--- config.mk ---
export PLATFORM = sky130hd
export DESIGN_NAME = serial_add_seq
export DESIGN_NICKNAME = d
export VERILOG_FILES = /design/src/rtl/serial_add_seq_pkg.sv /design/src/rtl/FullAdder.sv /design/src/rtl/serial_add_seq.sv
export SDC_FILE = /design/constraint.sdc
export NUM_CORES = 1
export LEC_CHECK = 0
export CORE_ASPECT_RATIO = 1.2
export CORE_MARGIN = 1
export CORE_UTILIZATION = 51
export DETAILED_ROUTE_END_ITERATION = 7
export GPL_TIMING_DRIVEN = 0
export PLACE_DENSITY = 0.76
export REMOVE_ABC_BUFFERS = 1
export SYNTH_ARGS = -nofsm -noshare
export SYNTH_HDL_FRONTEND = slang
export SYNTH_HIERARCHICAL = 1
export SYNTH_SLANG_ARGS = --single-unit
export TNS_END_PERCENT = 100
--- constraint.sdc ---
create_clock -name clk -period 1.8 [get_ports clk]
set_clock_uncertainty 0.05 [all_clocks]
set_input_delay 0.36 -clock clk [delete_from_list [all_inputs] [get_ports clk]]
set_output_delay 0.36 -clock clk [all_outputs]
set_load 0.03 [all_outputs]
--- src/rtl/serial_add_seq_pkg.sv ---
// rtl/serial_add_seq_pkg.sv - FSM state and op-select encodings shared by the bit-serial adder sequencer
package serial_add_seq_pkg;

    typedef enum logic [1:0] {
        S_IDLE = 2'd0,
        S_RUN  = 2'd1,
        S_DONE = 2'd2
    } seq_state_t;

    localparam logic OP_ADD = 1'b0;
    localparam logic OP_SUB = 1'b1;

endpackage

--- src/rtl/FullAdder.sv ---
// rtl/FullAdder.sv - 1-bit full-adder cell shared by the serial sequencer
module FullAdder (
    input  logic A,
    input  logic B,
    input  logic Cin,
    output logic FaS,
    output logic FaC
);

    assign FaS = A ^ B ^ Cin;
    assign FaC = (A & B) | (Cin & (A ^ B));

endmodule

--- src/rtl/serial_add_seq.sv ---
// rtl/serial_add_seq.sv - bit-serial add/subtract sequencer, one full-adder cell over WIDTH cycles
module serial_add_seq
    import serial_add_seq_pkg::*;
#(
    parameter int WIDTH = 8
) (
    input  logic             clk,
    input  logic             rst_n,
    input  logic             start,
    input  logic             op_sub,
    input  logic [WIDTH-1:0] a,
    input  logic [WIDTH-1:0] b,
    input  logic             cin,
    output logic             busy,
    output logic             done,
    output logic [WIDTH-1:0] sum,
    output logic             cout,
    output logic             ovf
);

    localparam int CW = (WIDTH > 1) ? $clog2(WIDTH) : 1;
    localparam logic [CW-1:0] CNT_LAST = CW'(WIDTH - 1);

    seq_state_t       state_q, state_d;
    logic [WIDTH-1:0] opa_q, opb_q, psum_q, sum_q;
    logic [CW-1:0]    cnt_q;
    logic             carry_q, cout_q, ovf_q;
    logic             fa_s, fa_c;
    logic             last_step;

    FullAdder u_fa (
        .A   (opa_q[0]),
        .B   (opb_q[0]),
        .Cin (carry_q),
        .FaS (fa_s),
        .FaC (fa_c)
    );

    assign last_step = (cnt_q == CNT_LAST);

    always_ff @(posedge clk or negedge rst_n) begin
        if (!rst_n) begin
            state_q <= S_IDLE;
        end else begin
            state_q <= state_d;
        end
    end

    always_comb begin
        state_d = state_q;
        unique case (state_q)
            S_IDLE:  if (start) state_d = S_RUN;
            S_RUN:   if (last_step) state_d = S_DONE;
            S_DONE:  state_d = S_IDLE;
            default: state_d = S_IDLE;
        endcase
    end

    always_comb begin
        busy = 1'b0;
        done = 1'b0;
        unique case (state_q)
            S_RUN:   busy = 1'b1;
            S_DONE:  done = 1'b1;
            default: ;
        endcase
    end

    // Subtract is A + ~B + 1: invert B at capture and force the initial carry.
    always_ff @(posedge clk or negedge rst_n) begin
        if (!rst_n) begin
            opa_q   <= '0;
            opb_q   <= '0;
            psum_q  <= '0;
            sum_q   <= '0;
            cnt_q   <= '0;
            carry_q <= 1'b0;
            cout_q  <= 1'b0;
            ovf_q   <= 1'b0;
        end else begin
            case (state_q)
                S_IDLE: begin
                    if (start) begin
                        opa_q   <= a;
                        opb_q   <= (op_sub == OP_SUB) ? ~b : b;
                        carry_q <= (op_sub == OP_SUB) ? 1'b1 : cin;
                        cnt_q   <= '0;
                    end
                end
                S_RUN: begin
                    psum_q  <= {fa_s, psum_q[WIDTH-1:1]};
                    opa_q   <= opa_q >> 1;
                    opb_q   <= opb_q >> 1;
                    carry_q <= fa_c;
                    if (last_step) begin
                        // carry_q here is still the carry into the MSB
                        sum_q  <= {fa_s, psum_q[WIDTH-1:1]};
                        cout_q <= fa_c;
                        ovf_q  <= carry_q ^ fa_c;
                    end else begin
                        cnt_q <= cnt_q + 1'b1;
                    end
                end
                default: ;
            endcase
        end
    end

    assign sum  = sum_q;
    assign cout = cout_q;
    assign ovf  = ovf_q;

endmodule

== Word level (Yosys, flattened, before mapping) ==
Index checks and enable logic that the tools add are counted.
Word-level totals
  register bits: 40
  input bits: 21
  logic and storage cells: 45
Cells by class
  add/sub/neg operators: 1
  eq/ne operators: 6
  multiplexer cells: 16
  bitwise logic cells: 7
  reductions and logical operators: 6
Operators with widths (number)
  one-hot mux 8 bit (2 select lines): 2
  two-way mux 8 bit: 3
  NOT 8 bit: 1
  two-way mux 3 bit: 2
  != test 2 bit, second input constant: 3
  one-hot mux 3 bit (2 select lines): 1
  AND reduction 2 bit: 3
  two-way mux 1 bit: 4
  two-way mux 2 bit: 2
  one-hot mux 2 bit (2 select lines): 1
  adder 3 x 1 -> 3 bit, second input constant: 1
  == test 3 bit, second input constant: 1
  AND reduction 3 bit: 1
  XOR 1 bit: 3
  AND 1 bit: 2
  == test 2 x 1 -> 1 bit, second input constant: 1
  == test 2 bit, second input constant: 1
  zero test 2 bit: 1
  one-hot mux 1 bit (2 select lines): 1
  nonzero test 2 bit: 1
  OR 1 bit: 1

== Depth between registers and ports, before layout ==
Gate-level depths: netlist of the first run.
  depth in word-level cells: 4
  depth in mapped cells: 6
  gate-level depth less buffers: 5

== Cells and area by module ==
Netlist of the first run, hierarchy kept.
By module, submodules not included
  serial_add_seq: instances 1, cells an instance 159, area an instance 1791.7 sq um, sequential area each 975.9 sq um
  FullAdder: instances 1, cells an instance 1, area an instance 20.0 sq um, sequential area each 0.0 sq um

== Worst setup path after synthesis of the first run ==
OpenSTA, ideal clock, no wires.
  kind: register -> register
  start point: register cnt_q[0]
  end point: register cout_q, in the netlist cout
  arrival: 1.369 ns
  path slack: 0.256 ns
  stages on the path, launching flop included: 6
  buffers on the path: 1
  path through: dfrtp_1 ha_1 ha_1 nand3b_1 buf_4 mux2_2
On the way
  longest elaborated chain between the ends: 2
Ends and longest elaborated chain
  from (decl): line serial_add_seq.sv:26  | logic [CW-1:0] cnt_q;
  from (signal assigned): line serial_add_seq.sv:101  | cnt_q <= cnt_q + 1'b1;
  == test 3 bit: line serial_add_seq.sv:39  | assign last_step = (cnt_q == CNT_LAST);
  AND reduction 2 bit (no line)
  to (signal assigned): line serial_add_seq.sv:78  | cout_q <= 1'b0;
  to (signal assigned): line serial_add_seq.sv:98  | cout_q <= fa_c;
  to (decl): line serial_add_seq.sv:27  | logic carry_q, cout_q, ovf_q;
No other way between the ends.
A chain may end at the register's enable or synchronous reset.

== Worst setup path in the final report of the first run ==
  start point: register state_q[1]
  end point: output port busy
On the way
  longest elaborated chain between the ends: 2
Ends and longest elaborated chain
  from (decl): line serial_add_seq.sv:24  | seq_state_t state_q, state_d;
  from (signal assigned): line serial_add_seq.sv:45  | state_q <= state_d;
  == test 2 x 1 -> 1 bit: line serial_add_seq.sv:62  | unique case (state_q)
  two-way mux 1 bit: line serial_add_seq.sv:62
  to (decl): line serial_add_seq.sv:14  | output logic busy,
No other way between the ends.

==> results.py, run 1 <==
metrics = {
    "routing": {
        "viasPerCell": 5.52,
        "dr.pass1.iters": 4,
        "drt_iter0_markers": 43,
        "postRouteAntennaNets": 0,
        "wl_per_cell_um": 15.0,
        "routed_wl_um": 3550,
        "vias": 1309,
        "drc": 0,
    },
    "floorplan": {
        "row_count": 23,
        "die_width_um": 56.4,
        "start_util": 0.538,
        "die_y_um": 67.3,
        "coreArea_um2": 3370,
        "ios": 33,
        "fp.dieArea_um2": 3800,
    },
    "final_layout": {
        "layout.nets": 223,
        "diodes": 0,
        "fin_util": 0.684,
        "final.fill_count": 270,
        "synthToLayoutAreaGrowth_pct": 27.1,
        "drive_above_1_share": 0.175,
    },
    "placed_design": {
        "dp_slack_ns": -0.869,
        "io_buffers": 32,
        "gp_congestion": 0.716,
        "place_hpwl_um": 2370,
    },
    "setup_path": {
        "critPathTopFamily": "flip-flops",
        "cp_data_arrival_time_ns": 1.33,
        "cp_slowest_cell": "dfrtp_2",
        "end_kind": "output pin",
        "crit_chain": "nand2b_4 > inv_8 > buf_2",
        "worst_setup_path_start_kind": "flip-flop",
        "cp_data_required_time_ns": 1.39,
        "critical_path_class": "reg -> out",
        "max_stage_delay_ns": 0.47,
        "critPathMaxFanout": 25,
        "path_buf_inv": 2,
    },
    "timing": {
        "drv_slew": 0,
        "setup_slack_ns": 0.0606,
        "slew-limit-headroom": 0.440,
        "hold_viol": 0,
        "setup_viol": 0,
        "fin_crit_sh": 0.966,
        "worstMarginPinSlew_ns": 0.841,
        "finalWorstPathRequiredPeriod_ns": 1.74,
        "fmax_mhz": 575,
    },
    "pwr": {
        "ir_worst_vdd_mv": 1.17,
        "power-per-cell-area_nw_per_um2": 1620,
        "p_leak_nw": 1.04,
    },
    "grt": {
        "grt_pass1_wl_um": 5700,
        "grt_pass1_vias": 1296,
        "grt_usage": 0.203,
        "grt-ovfl-total": 0,
        "antenna_found_initial": 0,
        "grt_max_degree": 40,
    },
    "logic_synthesis": {
        "synth_top_cell_by_area": "dfrtp_1",
        "synth_edf_count": 0,
        "ys_seq_area_frac": 0.539,
        "synthFlopType": "dfrtp_1",
        "synth_area_per_cell_um2": 11.3,
        "synth-seq-cells": 39,
        "postSynthCellCount": 160,
        "syn_area_um2": 1810,
        "synth.distinct_cells": 26,
        "synth_most_common_cell": "dfrtp_1",
        "synth_commonest_cells": "dfrtp_1, nand2_1, o21ai_0",
        "ys_top_cells_by_area": "dfrtp_1, nand2_1, mux2_2, xnor2_1, mux2i_1",
        "synth_top_area_frac": 0.539,
        "ys_async_sr_fraction": 1.00,
        "yosysWarnings": 6,
    },
    "clock_tree": {
        "cts_sinks": 39,
        "clkLatencyLatePin_ns": 0.28,
        "clkSlewWorstSetupHoldPaths_ns": 0.07,
        "clk_root_buffer_cell": "clkbuf_8",
        "cts_buffer_depth": 2,
        "cts_made_buffers": 5,
        "htree_levels": 2,
        "cts_tree": "built",
    },
    "outcome": {
        "status": "complete, no violations",
    },
    "hold_path": {
        "holdCritPathClass": "in -> async",
    },
    "flow_run": {
        "max-cap-violations": 0,
    },
}
[power breakdown]
group	internal, mW	total [mW]	leakage [nW]	switching (mW)
logic	0.783	1.63	0.515	0.849
clock network	0.272	0.556	0.0422	0.284
registers	1.27	1.55	0.481	0.282
[final timing paths]
| kind | startpoint | endpoint | slack, ns | depth (start not counted) |
|---|---|---|---|---|
| min reg2reg | opa_q[2] | opa_q[1] | 0.44 | 2 |
| max reg2reg | cnt_q[0] | cout | 0.20 | 5 |
| min | rst_n | sum[2] | 0.12 | 1 |
| min in group clk | opa_q[2] | opa_q[1] | 0.44 | 2 |
| max in group asynchronous | rst_n | state_q[0] | 0.99 | 1 |
| max | state_q[1] | busy | 0.06 | 3 |
[per-stage QoR]
| step | instance area (µm²) | std cells | hold WS, ns | power [mW] | setup TNS (ns) |
|---|---|---|---|---|---|
| 2_1_floorplan | 1740 | 150 | 0.0144 | 2.51 | 0 |
| 3_3_place_gp | 2110 | 219 | 0.410 | 2.97 | -30.15 |
| 3_5_place_dp | 2100 | 219 | 0.430 | 3.06 | -9.97 |
| 4_1_cts | 2220 | 228 | 0.158 | 3.67 | -1.38 |
| 5_1_grt | 2300 | 237 | 0.194 | 4.01 | -0.00131 |
| 6_report | 2300 | 237 | 0.123 | 3.74 | 0 |
[sequential cells by signal, indices dropped and copies added, names as in the netlist]
name	flops
opa_q	8
carry_q	1
state_q	2
psum_q	7
cout	1
opb_q	8
ovf	1
sum	8
cnt_q	3
[routing by layer]
| layer | vias to the layer above | wire [µm] | global-route usage | share of wire |
|---|---|---|---|---|
| met5 | - | 0 | 0 | 0 |
| met2 | 35 | 1860 | 0.347 | 0.52 |
| met4 | 0 | 63 | 0.116 | 0.018 |
| met3 | 6 | 178 | 0.0421 | 0.050 |
| met1 | 643 | 1440 | 0.241 | 0.41 |
| li1 | 625 | - | - | - |
[worst reg2reg max path: stages, from the launching register on]
cell and delay, ns:
dfrtp_1 0.39, ha_1 0.20, ha_1 0.21, nand3b_1 0.14, buf_12 0.15, mux2_2 0.34
[final cells by class]
cell class / instances / area (µm²) / area share
repair buffers: 42 / 409 / 0.178
clock buffers: 7 / 76.3 / 0.0332
flip-flops and latches: 39 / 978 / 0.425
well taps: 37 / 46.3 / 0.0201
inverters: 3 / 18.8 / 0.00815
clock inverters: 1 / 5.00 / 0.00217
multi-input cells: 108 / 768 / 0.334
[cells by family after synthesis]
kind of cell	after synthesis	share of synthesized area
and+or+nand+nor	49	0.130
xor gates and xnor gates	9	0.0435
buffers and inverters	13	0.0456
AOI/OAI and AO/OA	30	0.117
adders and majority gates	3	0.0249
DFF	39	0.539
muxes	17	0.101
[cells in the final DEF, fill, tap and decap left out]
| cell type | Yosys | routed |
|---|---|---|
| clkbuf_8 | 0 | 5 |
| o32ai_1 | 7 | 7 |
| a21oi_1 | 1 | 1 |
| o21ai_0 | 11 | 11 |
| dfrtp_2 | 0 | 2 |
| inv_8 | 0 | 1 |
| nand2_1 | 31 | 31 |
| a211oi_1 | 7 | 7 |
| nor2b_4 | 0 | 1 |
| a211oi_2 | 1 | 1 |
| clkbuf_1 | 1 | 2 |
| nor3b_2 | 1 | 1 |
| or4b_1 | 1 | 1 |
| dlygate4sd2_1 | 0 | 1 |
| fa_1 | 1 | 1 |
| buf_2 | 3 | 2 |
| nand2b_1 | 3 | 2 |
| clkdlybuf4s50_1 | 0 | 29 |
| mux2_2 | 10 | 10 |
| nor2b_1 | 10 | 9 |
| dfrtp_1 | 39 | 37 |
| mux2i_1 | 7 | 7 |
| a21o_1 | 1 | 1 |
| nand3b_1 | 1 | 1 |
| nor2_1 | 2 | 2 |
| xnor2_1 | 9 | 9 |
| buf_4 | 4 | 8 |
| inv_1 | 2 | 2 |
| nand2b_4 | 0 | 1 |
| buf_12 | 0 | 2 |
| ha_1 | 2 | 2 |
| clkinv_2 | 0 | 1 |
| a22o_1 | 2 | 2 |
[timing repair]
action / in CTS / in global routing
setup endpoints to repair: 28 / 12
buffers inserted: 1 / 9
cloned: 0 / 0
gates resized for setup: 12 / 3
hold buffers: 0 / 0
(Power assumes the default switching activity.)
==> inputs of run 2 (changes only) <==
--- a/config.mk
+++ b/config.mk
@@ -16,4 +16,4 @@
 export SYNTH_HDL_FRONTEND = slang
 export SYNTH_HIERARCHICAL = 1
 export SYNTH_SLANG_ARGS = --single-unit
-export TNS_END_PERCENT = 100
+export TNS_END_PERCENT = 20
==> run 2 against run 1 <==
Sequential power is essentially flat. Worst hold slack better by 0.0025 ns. Wire length is 0.71% lower. Sequential share of layout area increased by 0.12 points. Final cell count shrank 0.84%. First-iteration DRC count did not move. Count of clock-buffer cells in the layout did not move. Global-route usage decreased by 0.18 points. Critical endpoint unchanged. Largest cell class unchanged.
==> results.py, run 2 (synthesized netlist as in run 1, its figures left out) <==
metrics = {
    "outcome": {
        "status": "complete, no violations",
    },
    "clock_tree": {
        "htree_levels": 2,
        "clkLatencyLatePin_ns": 0.29,
        "clk_root_buffer_cell": "clkbuf_8",
        "cts_sinks": 39,
        "cts_made_buffers": 5,
        "clkSlewWorstSetupHoldPaths_ns": 0.07,
        "cts_tree": "built",
        "cts_buffer_depth": 2,
    },
    "routing": {
        "wl_per_cell_um": 15.0,
        "drt_iter0_markers": 43,
        "dr.pass1.iters": 4,
        "postRouteAntennaNets": 0,
        "viasPerCell": 5.53,
        "vias": 1299,
        "routed_wl_um": 3520,
        "drc": 0,
    },
    "timing": {
        "setup_viol": 0,
        "setup_tns_ns": 0,
        "slew-limit-headroom": 0.437,
        "finalWorstPathRequiredPeriod_ns": 1.74,
        "hold_viol": 0,
        "fin_crit_sh": 0.969,
        "worstMarginPinSlew_ns": 0.844,
        "drv_slew": 0,
        "fmax_mhz": 573,
    },
    "final_layout": {
        "layoutNonFillerInstCount": 235,
        "synthToLayoutAreaGrowth_pct": 26.7,
        "drive_above_1_share": 0.167,
        "final_cell_mix": "dfrtp_1, nand2_1, clkdlybuf4s50_1, o21ai_0, mux2_2",
        "diodes": 0,
        "layout_commonest_cell": "dfrtp_1",
        "fin_util": 0.682,
        "fin_area_um2": 2300,
        "layout.nets": 221,
    },
    "setup_path": {
        "path_buf_inv": 2,
        "rrSetupSlack_ns": 0.20,
        "crit_chain": "nand2b_4 > clkinv_8 > clkbuf_4",
        "r2r_cells": 5,
        "timing.rr.start": "cnt_q[0]",
        "critPathLaunch": "state_q[0]",
        "critical_path_class": "reg -> out",
        "crit_end": "busy",
        "critPathMaxFanout": 25,
        "max_stage_delay_ns": 0.52,
        "end_kind": "output pin",
        "cp_slowest_cell": "dfrtp_2",
        "cp_data_required_time_ns": 1.39,
        "critPathTopFamily": "flip-flops",
        "path_depth": 3,
        "worst_setup_path_start_kind": "flip-flop",
        "cp_data_arrival_time_ns": 1.33,
        "r2r-end": "cout",
    },
    "placed_design": {
        "io_buffers": 32,
        "placed_area_um2": 2100,
        "gp_congestion": 0.716,
        "dp.cells": 219,
        "place_hpwl_um": 2370,
    },
    "pwr": {
        "swShare": 0.381,
        "p_leak_nw": 1.03,
        "power_mw": 3.73,
        "seq_power_share": 0.421,
        "power-per-cell-area_nw_per_um2": 1620,
        "internal_power_mw": 2.31,
        "power_frac_comb": 0.429,
        "ir_worst_vdd_mv": 1.17,
        "p_switching_mw": 1.42,
        "p_clk_frac": 0.150,
    },
    "grt": {
        "grt-ovfl-total": 0,
        "grt_usage": 0.201,
        "antenna_found_initial": 0,
        "grt_pass1_vias": 1311,
        "grt_max_degree": 40,
        "grt_pass1_wl_um": 5660,
    },
    "floorplan": {
        "die_y_um": 67.3,
        "row_count": 23,
        "fp.dieArea_um2": 3800,
        "start_util": 0.538,
        "coreArea_um2": 3370,
        "ios": 33,
        "die_width_um": 56.4,
    },
    "hold_path": {
        "holdCritPathClass": "in -> async",
    },
    "flow_run": {
        "max-cap-violations": 0,
    },
}
[run 2: cell types whose count changed in the layout (fill, tap and decap cells not counted), sizes merged]
cell,change
buf,-3
clkbuf,+1
clkdlybuf4s15,+1
clkinv,+1
dlygate4sd2,-1
inv,-1
[run 2: layout make-up]
| type | count | area (µm²) |
|---|---|---|
| Sequential cell | 39 | 978 |
| Clock inverter | 1 | 5.00 |
| Timing Repair Buffer | 40 | 398 |
| Inverter | 3 | 23.8 |
| Tap cell | 37 | 46.3 |
| Fill cell | 272 | 1070 |
| Clock buffer | 7 | 76.3 |
| Multi-Input combinational cell | 108 | 768 |
[run 2: worst register-to-register path: stages (launching register included)]
cell      delay [ns]
dfrtp_1         0.39
ha_1            0.20
ha_1            0.21
nand3b_1        0.14
buf_12          0.15
mux2_2          0.34
[run 2: metrics by stage]
| stage | hold slack (ns) | worst slack (ns) |
|---|---|---|
| 2_1_floorplan | 0.0144 | 0.171 |
| 3_3_place_gp | 0.410 | -0.880 |
| 3_5_place_dp | 0.430 | -0.869 |
| 4_1_cts | 0.158 | -0.191 |
| 5_1_grt | 0.198 | -0.0000313 |
| 6_report | 0.125 | 0.0558 |
[run 2: worst min-delay path by stage]
stage	end	slack (ns)
after floorplan	carry_q	0.01
after global placement	psum_q[1]	0.41
after detailed placement	opa_q[3]	0.43
after CTS	sum[4]	0.16
after global routing	sum[4]	0.20
final	psum_q[4]	0.13
[run 2: what timing repair did]
item,in CTS,in global routing
buffers inserted,0,8
hold buffers,0,0
setup endpoints to repair,28,21
gates resized for setup,12,6
[run 2: power groups by stage]
stage	clock, mW	sequential (mW)	combinational (mW)
6_report	0.560	1.57	1.60
5_1_grt	0.607	1.62	1.76
4_1_cts	0.571	1.57	1.51
3_5_place_dp	0	1.58	1.48
3_3_place_gp	0	1.55	1.42
2_1_floorplan	0	1.69	0.826
[run 2: per-layer routing]
layer | track usage | routed length (µm)
met2 | 0.353 | 1830
met5 | 0 | 0
met4 | 0.119 | 70
met1 | 0.229 | 1450
met3 | 0.0421 | 167
==> inputs of run 3 (changes only) <==
--- a/config.mk
+++ b/config.mk
@@ -7,10 +7,10 @@
 export LEC_CHECK = 0
 export CORE_ASPECT_RATIO = 1.2
 export CORE_MARGIN = 1
-export CORE_UTILIZATION = 51
+export CORE_UTILIZATION = 46
 export DETAILED_ROUTE_END_ITERATION = 7
 export GPL_TIMING_DRIVEN = 0
-export PLACE_DENSITY = 0.76
+export PLACE_DENSITY = 0.72
 export REMOVE_ABC_BUFFERS = 1
 export SYNTH_ARGS = -nofsm -noshare
 export SYNTH_HDL_FRONTEND = slang
==> constraint.sdc (replaced) <==
create_clock -name clk -period 1.5 [get_ports clk]
set_clock_uncertainty 0.05 [all_clocks]
set_input_delay 0.3 -clock clk [delete_from_list [all_inputs] [get_ports clk]]
set_output_delay 0.3 -clock clk [all_outputs]
set_load 0.03 [all_outputs]
==> run 3 against run 2 <==
The flow now finishes with violations (setup timing). Non-clock buffer count is 1 lower. Final cell count is 6.4% higher. Worst setup slack worse by 0.071 ns. Via count is 0.69% higher. Utilization is 4.3 points lower. Die area is 11% higher. First-iteration DRC count is 23% higher. Largest cell class unchanged. Worst hold slack worse by 0.043 ns. Wire length is 7.9% higher. Global-route usage is 0.28 points lower.
==> results.py, run 3 (synthesized netlist as in run 1, its figures left out) <==
metrics = {
    "clock_tree": {
        "clkLatencyLatePin_ns": 0.29,
        "cts_buffer_depth": 2,
        "cts_made_buffers": 5,
        "htree_levels": 2,
        "cts_sinks": 39,
        "clk_root_buffer_cell": "clkbuf_8",
        "clkSlewWorstSetupHoldPaths_ns": 0.07,
        "hold_buffers": 0,
        "cts_tree": "built",
    },
    "flow_run": {
        "max-cap-violations": 0,
    },
    "floorplan": {
        "fp.dieArea_um2": 4190,
        "start_util": 0.491,
        "ios": 33,
        "coreArea_um2": 3690,
        "row_count": 24,
        "die_width_um": 59.3,
        "die_y_um": 70.7,
    },
    "pwr": {
        "p_leak_nw": 1.10,
        "ir_worst_vdd_mv": 0.941,
        "power-per-cell-area_nw_per_um2": 1950,
    },
    "grt": {
        "antenna_found_initial": 0,
        "grt_pass1_wl_um": 6210,
        "grt_pass1_vias": 1335,
        "grt_usage": 0.198,
        "grt_max_degree": 40,
        "grt-ovfl-total": 0,
    },
    "setup_path": {
        "cp_data_arrival_time_ns": 1.63,
        "critPathMaxFanout": 12,
        "rrSetupSlack_ns": -0.01,
        "r2r-end": "sum[1]",
        "timing.rr.start": "cnt_q[1]",
        "worst_setup_path_start_kind": "flip-flop",
        "r2r_cells": 5,
        "end_kind": "flip-flop",
        "cp_data_required_time_ns": 1.62,
        "critical_path_class": "reg -> reg",
    },
    "timing": {
        "setup_slack_ns": -0.0147,
        "finalWorstPathRequiredPeriod_ns": 1.51,
        "setup_viol": 9,
        "fmax_mhz": 660,
        "fin_crit_sh": 1.01,
        "worstMarginPinSlew_ns": 0.886,
        "setup_tns_ns": -0.0541,
        "hold_viol": 0,
        "slew-limit-headroom": 0.409,
        "drv_slew": 0,
        "rsz0062_at_grt": "true",
    },
    "outcome": {
        "violations": "setup timing",
        "status": "finished, violations left",
    },
    "placed_design": {
        "placed_area_um2": 2120,
        "gp_congestion": 0.745,
        "place_hpwl_um": 2300,
        "io_buffers": 32,
    },
    "routing": {
        "postRouteAntennaNets": 0,
        "routed_wl_um": 3800,
        "drt_iter0_markers": 53,
        "wl_per_cell_um": 15.2,
        "drc": 0,
        "viasPerCell": 5.23,
        "vias": 1308,
        "dr.pass1.iters": 4,
    },
    "final_layout": {
        "diodes": 0,
        "fin_area_um2": 2360,
        "synthToLayoutAreaGrowth_pct": 30.2,
        "fin_util": 0.639,
        "final_cell_mix": "dfrtp_1, nand2_1, clkdlybuf4s50_1, dlygate4sd2_1, o21ai_0",
        "layout.nets": 221,
        "drive_above_1_share": 0.182,
        "layout_commonest_cell": "dfrtp_1",
    },
    "hold_path": {
        "holdCritPathClass": "in -> async",
    },
}
==> run 3: cell types whose count changed in the layout (fill, tap and decap cells not counted), sizes merged <==
cell,delta
buf,+1
clkbuf,-1
clkdlybuf4s15,-1
clkdlybuf4s50,-12
dlygate4sd2,+12
inv,+1
==> run 3: worst max-delay path by stage <==
stage,start,to,depth (start not counted)
5_1_grt,cnt_q[1],sum[7],5
3_5_place_dp,state_q[0],busy,3
2_1_floorplan,state_q[1],opa_q[0],3
3_3_place_gp,state_q[0],busy,3
4_1_cts,state_q[1],busy,3
6_report,cnt_q[1],sum[1],5
==> run 3: area by class of cell <==
class	count	area, µm²
multi-input combinational	108	823
inverter	3	23.8
timing repair buffer	39	378
tap	52	65.1
clock inverter	1	5.00
timing repair inverter	1	8.76
sequential	39	978
clock buffer	7	76.3
fill	315	1340
==> run 3: repair_timing <==
action | 4_1_cts | 5_1_grt
gates cloned | 0 | 1
endpoints found under the setup margin | 50 | 18
pin swaps | 1 | 0
resized for setup | 42 | 7
buffers inserted | 7 | 0
endpoints found under the hold margin | 0 | 0
==> run 3: per-stage QoR <==
stage	hold WS [ns]	cells	worst slack, ns	total power [mW]
5_1_grt	0.138	250	-0.0648	4.91
2_1_floorplan	-0.0456	150	-0.129	3.02
3_5_place_dp	0.415	234	-1.16	3.66
6_report	0.0819	250	-0.0147	4.59
3_3_place_gp	0.409	234	-1.15	3.55
4_1_cts	0.0996	249	-0.0805	4.49
==> run 3: worst max-delay path, cell delays in order (launching register included) <==
cell and delay (ns):
dfrtp_1 0.39, ha_2 0.20, ha_4 0.16, nand3b_1 0.12, buf_12 0.16, mux2_4 0.31
==> run 3: report_power, final <==
part | switching (mW) | internal (mW) | total, mW
clock network | 0.342 | 0.326 | 0.668
registers | 0.334 | 1.52 | 1.86
logic | 1.13 | 0.940 | 2.07
==> run 3: routing by layer <==
layer / wire length (µm) / GRT usage / up-vias
met3: 162 / 0.0585 / 11
met2: 1960 / 0.320 / 33
li1: - / - / 627
met5: 0 / 0 / -
met4: 57 / 0.0608 / 0
met1: 1620 / 0.255 / 637
